--- src/rtl/gray_seq_gen.sv ---
// gray_seq_gen: registered Gray-code sequence generator feeding a Gray-to-binary converter.
// It supports single steps, a self-timed full-range sweep, and a parallel load from a binary value.
// Optional build macro GRAY_SEQ_CHECK_EN adds a sticky adjacency checker that drives err.
// When the macro is not defined, err is tied low.
module gray_seq_gen #(
  parameter int unsigned WIDTH = 4
) (
  input  logic             clk,
  input  logic             rst_n,
  input  logic             start,
  input  logic             en,
  input  logic             up,
  input  logic             load,
  input  logic [WIDTH-1:0] load_val,
  output logic [WIDTH-1:0] g,
  output logic             valid,
  output logic             busy,
  output logic             done,
  output logic             wrap,
  output logic             err
);

  // The sweep counter needs one extra bit to hold the full code count 2^WIDTH.
  localparam int unsigned     CNT_W     = WIDTH + 1;
  localparam logic [CNT_W-1:0] NUM_CODES = {1'b1, {WIDTH{1'b0}}};
  localparam logic [WIDTH-1:0] MAX_BIN   = {WIDTH{1'b1}};

  typedef enum logic [1:0] {
    ST_IDLE  = 2'd0,
    ST_SWEEP = 2'd1,
    ST_DONE  = 2'd2
  } state_t;

  state_t           state_q, state_d;
  logic [WIDTH-1:0] bin_q, bin_d;
  logic [CNT_W-1:0] cnt_q, cnt_d;
  logic             dir_q, dir_d;
  logic [WIDTH-1:0] g_d;
  logic             valid_d, busy_d, done_d, wrap_d;
  logic             step_chk;

  logic [WIDTH-1:0] bin_inc, bin_dec;
  logic             at_max, at_zero;

  // Step candidates shared by IDLE single steps and SWEEP steps.
  always_comb begin
    bin_inc = bin_q + WIDTH'(1);
    bin_dec = bin_q - WIDTH'(1);
    at_max  = (bin_q == MAX_BIN);
    at_zero = (bin_q == '0);
  end

  // State, binary counter and registered outputs.
  always_ff @(posedge clk or negedge rst_n) begin
    if (!rst_n) begin
      state_q <= ST_IDLE;
      bin_q   <= '0;
      cnt_q   <= '0;
      dir_q   <= 1'b0;
      g       <= '0;
      valid   <= 1'b0;
      busy    <= 1'b0;
      done    <= 1'b0;
      wrap    <= 1'b0;
    end else begin
      state_q <= state_d;
      bin_q   <= bin_d;
      cnt_q   <= cnt_d;
      dir_q   <= dir_d;
      g       <= g_d;
      valid   <= valid_d;
      busy    <= busy_d;
      done    <= done_d;
      wrap    <= wrap_d;
    end
  end

  // Next-state and next-output logic; load beats start, and start beats en.
  always_comb begin
    state_d  = state_q;
    bin_d    = bin_q;
    cnt_d    = cnt_q;
    dir_d    = dir_q;
    valid_d  = 1'b0;
    busy_d   = 1'b0;
    done_d   = 1'b0;
    wrap_d   = 1'b0;
    step_chk = 1'b0;

    case (state_q)
      ST_IDLE: begin
        if (load) begin
          bin_d   = load_val;
          valid_d = 1'b1;
        end else if (start) begin
          bin_d   = '0;
          valid_d = 1'b1;
          busy_d  = 1'b1;
          dir_d   = up;
          cnt_d   = CNT_W'(1);
          state_d = ST_SWEEP;
        end else if (en) begin
          bin_d    = up ? bin_inc : bin_dec;
          wrap_d   = up ? at_max : at_zero;
          valid_d  = 1'b1;
          step_chk = 1'b1;
        end
      end

      ST_SWEEP: begin
        if (load) begin
          // Abort: the sweep ends without a done pulse.
          bin_d   = load_val;
          valid_d = 1'b1;
          state_d = ST_IDLE;
        end else if (cnt_q == NUM_CODES) begin
          // The last code is already out; bin holds it through DONE.
          done_d  = 1'b1;
          state_d = ST_DONE;
        end else begin
          bin_d    = dir_q ? bin_inc : bin_dec;
          wrap_d   = dir_q ? at_max : at_zero;
          valid_d  = 1'b1;
          busy_d   = 1'b1;
          cnt_d    = cnt_q + CNT_W'(1);
          step_chk = 1'b1;
        end
      end

      ST_DONE: begin
        state_d = ST_IDLE;
        if (load) begin
          bin_d   = load_val;
          valid_d = 1'b1;
        end
      end

      default: begin
        state_d = ST_IDLE;
      end
    endcase

    g_d = bin_d ^ (bin_d >> 1);
  end

`ifdef GRAY_SEQ_CHECK_EN
  // Sticky adjacency check: the g register is the previous code when a step is taken.
  always_ff @(posedge clk or negedge rst_n) begin
    if (!rst_n) begin
      err <= 1'b0;
    end else if (step_chk && !$onehot(g_d ^ g)) begin
      err <= 1'b1;
    end
  end
`else
  logic unused_step_chk;
  assign unused_step_chk = step_chk;
  assign err = 1'b0;
`endif

endmodule

--- config.mk ---
export PLATFORM = sky130hd
export DESIGN_NAME = gray_seq_gen
export DESIGN_NICKNAME = d
export VERILOG_FILES = /design/src/rtl/gray_seq_gen.sv
export SDC_FILE = /design/constraint.sdc
export NUM_CORES = 1
export LEC_CHECK = 0
export BUFFER_PORTS_ARGS = -buffer_cell sky130_fd_sc_hd__buf_2
export CAP_MARGIN = 25
export CORE_ASPECT_RATIO = 1.4
export CORE_MARGIN = 3
export CORE_UTILIZATION = 25
export CTS_CLUSTER_DIAMETER = 150
export DETAILED_ROUTE_END_ITERATION = 6
export GPL_ROUTABILITY_DRIVEN = 0
export HOLD_SLACK_MARGIN = 0.15
export SYNTH_ARGS = -nofsm -noshare
export SYNTH_HDL_FRONTEND = slang
export SYNTH_SLANG_ARGS = --single-unit
--- constraint.sdc ---
create_clock -name clk -period 4.55 [get_ports clk]
set_input_delay 0.455 -clock clk [delete_from_list [all_inputs] [get_ports clk]]
set_output_delay 0.455 -clock clk [all_outputs]
set_load 0.1 [all_outputs]
## Word level (Yosys, flattened, before mapping)

Cells that the tools add are included.

| operators by class | value |
|---|---|
| add/subtract/negate cells | 3 |
| divide/modulo/power cells | 0 |
| bitwise gates (word level) | 2 |
| eq/ne operators | 9 |
| shifts and indexed selects | 0 |
| $mul | 0 |
| reduce and logical (&&, ||, !) cells | 6 |
| $lt $le $gt $ge | 0 |
| mux-type cells | 41 |

Operators by type and width:

| cell | number |
|---|---|
| 2-to-1 mux 4 bit | 8 |
| 2-to-1 mux 5 bit | 4 |
| 2-to-1 mux 1 bit | 19 |
| case mux 4 bit (3 select lines) | 1 |
| case mux 5 bit (2 select lines) | 1 |
| 2-to-1 mux 2 bit | 4 |
| != test 2 bit, second input constant | 4 |
| AND reduction 3 bit | 2 |
| adder 5 x 1 -> 5 bit, second input constant | 1 |
| equality test 5 bit, second input constant | 1 |
| AND reduction 5 bit | 1 |
| adder 4 x 1 -> 4 bit, second input constant | 1 |
| equality test 4 bit, second input constant | 1 |
| zero test 4 bit | 1 |
| case mux 1 bit (2 select lines) | 2 |
| case mux 2 bit (2 select lines) | 1 |
| subtractor 4 x 1 -> 4 bit, second input constant | 1 |
| bitwise XOR 4 x 3 -> 4 bit | 1 |
| != test 3 bit, second input constant | 1 |
| case mux 1 bit (3 select lines) | 1 |
| equality test 2 x 1 -> 1 bit, second input constant | 1 |
| equality test 2 bit, second input constant | 1 |
| zero test 2 bit | 1 |
| nonzero test 2 bit | 1 |
| NOT 1 bit | 1 |

| storage, ports and cells | value |
|---|---|
| input bits | 10 |
| logic and storage cells | 70 |
| register bits after elaboration | 20 |
| bits in writable memories | 0 |
| ROM bits | 0 |
| bits in latches | 0 |
| memories kept | 0 |
| output and inout port bits | 9 |

## Depth between registers and ports, before layout

| logic depth | value |
|---|---|
| word-level depth | 7 |
| gate-level depth with buffers | 8 |
| mapped depth without buffers | 7 |

## Worst setup path before layout

OpenSTA, ideal clock, no wires.

| timing | value |
|---|---|
| path kind | input to register |
| from | input port up |
| to | register g[2] |
| data required time | 4.419 ns |
| stages on the path | 6 |
| setup time | 0.131 ns |
| slack | 2.758 ns |
| path buffers | 1 |
| data arrival time | 1.661 ns |
| cell sequence | buf_6 -> and4_4 -> or4_4 -> a311oi_2 -> a211o_2 -> xnor2_1 |

| on the way | value |
|---|---|
| word-level cells in the longest chain between the ends | 6 |

Ends and longest elaborated chain:

| what | RTL line | text |
|---|---|---|
| start: declaration | 12 | `input logic up,` |
| 2-to-1 mux 4 bit | 103 | `bin_d = up ? bin_inc : bin_dec;` |
| 2-to-1 mux 4 bit | 102 | `end else if (en) begin` |
| 2-to-1 mux 4 bit | 95 | `end else if (start) begin` |
| 2-to-1 mux 4 bit | 92 | `if (load) begin` |
| case mux 4 bit (3 select lines) | 90 | `case (state_q)` |
| via bin_d[3] | 35 | `logic [WIDTH-1:0] bin_q, bin_d;` |
| bitwise XOR 4 x 3 -> 4 bit | 143 | `g_d = bin_d ^ (bin_d >> 1);` |
| via g_d[2] | 38 | `logic [WIDTH-1:0] g_d;` |
| end signal: assignment | 70 | `g <= g_d;` |
| end: declaration | 15 | `output logic [WIDTH-1:0] g,` |

The timed path passes the listed nets, and every way through them passes these cells.
A chain may end at the register's enable or synchronous reset.

## Worst setup path in the final report

| timing | value |
|---|---|
| from | register bin_q[0] |
| to | register g[0] |

| on the way | value |
|---|---|
| word-level cells in the longest chain between the ends | 7 |
| elaborated cells between the ends (all ways) | 12 |
| classes of those cells | add/sub: 2; mux: 9; bitwise: 1 |

Ends and longest elaborated chain:

| what | RTL line | text |
|---|---|---|
| start: declaration | 35 |  |
| start signal: assignment | 67 | `bin_q <= bin_d;` |
| subtractor 4 x 1 -> 4 bit / adder 4 x 1 -> 4 bit (equally long branches) | 48, 47 |  |
| 2-to-1 mux 4 bit | 103 |  |
| 2-to-1 mux 4 bit | 102 |  |
| 2-to-1 mux 4 bit | 95 |  |
| 2-to-1 mux 4 bit | 92 |  |
| case mux 4 bit (3 select lines) * | 90 |  |
| via bin_d[1] | 35 |  |
| bitwise XOR 4 x 3 -> 4 bit * | 143 |  |
| via g_d[0] | 38 |  |

Mark *: on every way through the listed nets, which the timed path passes. The rest lies on a longest branch.

==> results.toml <==
[sta]
max_freq_mhz = 482.7
hold_violations = 0
fin_crit_ps = 2072
rsz0062_at_grt = "false"
period_share_pct = 45.53
max_slew_margin_pct = 54.66
tightestPinTransition_ps = 678.4
finalSetupViolCount = 0
maxSlewViolCount = 0
skew_ps = 5.879
finalSetupTns_ps = 0
setup_ws_ps = 2478

[clock_network]
htree_levels = 1
cts_tree = "done"
clock-sinks = 19
insertion_delay_ps = 260
cts_buffers = 3
cts_resized = 0
path_clk_slew_ps = 70
root_buffer = "clkbuf_8"
clockBufferDepth = 2

[floorplanning]
die_w_microns = 66.89
die_area_sq_um = 6103
rows = 30
coreArea_sq_um = 4917
initial_core_util_pct = 26.39
die_h_microns = 91.24
io-pin-count = 19

[synthesis]
synth_cell_types = 51
synthArstFlopShare_pct = 100.0
synth_flop_cell = "dfrtp_1"
syn_nets = 151
syn_inst = 136
ys_seq_area_share_pct = 36.64
ys_warn_count = 0
synth_area_sq_um = 1297
postSynthAreaPerCell_sq_um = 9.540
yosysTopAreaCellShare_pct = 36.64
synth_area_leader_cell = "dfrtp_1"
ys_ff_latch = 19
synth_edf_count = 0
synthTopCellsByArea = "dfrtp_1 37%, ha_1 4.8%, xor2_1 4.1%"

[global_route]
grt_antenna_before_repair = 0
grt_usage_pct = 10.07
grt_pass1_vias = 991
grt_pass1_wl_mm = 4.767
overflow = 0
grt_max_degree = 20

[critical_path]
endpoint_kind = "flip-flop"
arrival_ps = 2190
critPathMaxFanout = 11
startpoint_type = "flip-flop"
regToRegStartpoint = "bin_q[0]"
critPathSlowestCell = "dfrtp_1"
crit_buf_inv = 1
worstPathCellList = "inv_1 > ha_1 > xor2_1 > mux2i_1 > a222oi_1 > o22ai_1 > xor2_1"
cp_common_cell = "xor2_1"
crit_required_ps = 4660
critical_path.startpoint = "bin_q[0]"
cp_top_family = "flip-flops"
crit_type = "flip-flop to flip-flop"
max_stage_delay_ps = 550

[finish]
syn_to_final_growth_pct = 10.41
design_area_sq_um = 1433
regArea_sq_um = 475.5
fin_nets = 163
final_cells = 211
multi_input_area_sq_um = 695.7
fin_util_pct = 29.13
drive_gt1_share_pct = 21.77
antenna_cells = 0
n_fill_cell = 530

[detailed_routing]
ant_nets = 0
drtIter0Drc = 73
routed_wl_mm = 2.817
vias_per_cell = 4.863
drc = 0
wl_per_cell_microns = 13.35
num_vias = 1026
firstDrtPassIters = 4

[placed_design]
port-buffer-count = 17
place_ws_ps = 2453
place_area_sq_um = 1378
dp.cells = 206
hpwlAfterDp_mm = 2.104

[run_status]
status = "complete, no violations"

[hold_path]
min-delay-start = "en"
hold_path_class = "primary input to flip-flop"

[power]
p_leak_nw = 0.6385
ir_drop_mv = 0.2300
power.density_nw_per_um2 = 428.1

[flow_run]
max-cap-violations = 0
-- cells in the mapped netlist, types with 2 or more instances --
master	number
a21oi_1	5
a222oi_1	2
a31oi_1	2
buf_2	2
buf_4	3
buf_6	4
clkbuf_1	2
dfrtp_1	19
ha_1	5
inv_1	9
mux2i_1	5
nand2_1	6
nand4_1	6
nor2_1	13
nor3_1	4
o21ai_0	6
o22ai_1	2
or2_1	2
xnor2_1	2
xor2_1	6
-- kinds of logic (layout without fill, tap and decap cells) --
group | count (synthesis) | in the layout | share of synthesized area (%)
and+or+nand+nor | 47 | 47 | 22.28
AOI/OAI and AO/OA | 28 | 28 | 16.10
buffers and inverters | 22 | 33 | 9.739
DFF | 19 | 19 | 36.64
xor gates and xnor gates | 8 | 8 | 5.400
muxes | 6 | 6 | 4.725
adders and majority gates | 5 | 5 | 4.822
other | 1 | 1 | 0.2890
-- state kept, by name, indices dropped and copies added (netlist names) --
name,cells
state_q,2
done,1
g,3
bin_q,4
dir_q,1
busy,1
valid,1
cnt_q,5
wrap,1
-- repair_timing --
item	CTS	global route
endpoints found under the hold margin	19	0
buffers inserted	0	0
hold buffers	1	0
-- report_power, final --
part	internal (mW)	total (mW)	switching, mW
logic	0.0709	0.257	0.186
clock network	0.0622	0.115	0.0523
registers	0.200	0.242	0.0421
-- per-layer routing --
layer	track usage (%)	share of wire [%]
met3	1.361	2.9
met5	0	0
met4	4.569	2.1
met2	16.89	51
met1	12.45	44
-- layout by cell type, fill, tap and decap left out, types with 2 or more instances in the layout --
cell type / count
a21oi_1: 5
a222oi_1: 2
a31oi_1: 2
buf_2: 17
clkbuf_8: 3
dfrtp_1: 19
ha_1: 5
inv_1: 9
mux2i_1: 5
nand2_1: 6
nand4_1: 6
nor2_1: 13
nor3_1: 4
o21ai_0: 6
o22ai_1: 2
or2_1: 2
xnor2_1: 2
xor2_1: 6
-- worst paths after layout --
kind	endpoint	slack, ps	depth (start not counted)
min	wrap	520	3
min reg2reg	cnt_q[0]	530	1
min in group asynchronous	busy	670	2
max reg2reg	g[0]	2480	7
max in group asynchronous	bin_q[0]	3590	2
max	g[0]	2480	7
-- area by class of cell --
class	count	share of cell area (%)
clock buffers	4	3.144
inverters	11	2.882
multi-input cells	95	48.56
flip-flops and latches	19	33.19
well taps	64	5.590
repair buffers	18	6.638
-- per-stage QoR --
step           hold WS [ps]  total power [mW]
2_1_floorplan         159.4            0.4582
3_3_place_gp          410.1            0.5020
3_5_place_dp          414.9            0.5019
4_1_cts               513.6            0.6197
5_1_grt               531.2            0.6514
6_report              519.8            0.6134
-- worst reg2reg max path, cell delays in order, from the launching register on --
cell and delay (ps):
dfrtp_1 550, inv_1 110, ha_1 340, xor2_1 150, mux2i_1 80, a222oi_1 300
o22ai_1 220, xor2_1 190
(Power assumes the default switching activity.)
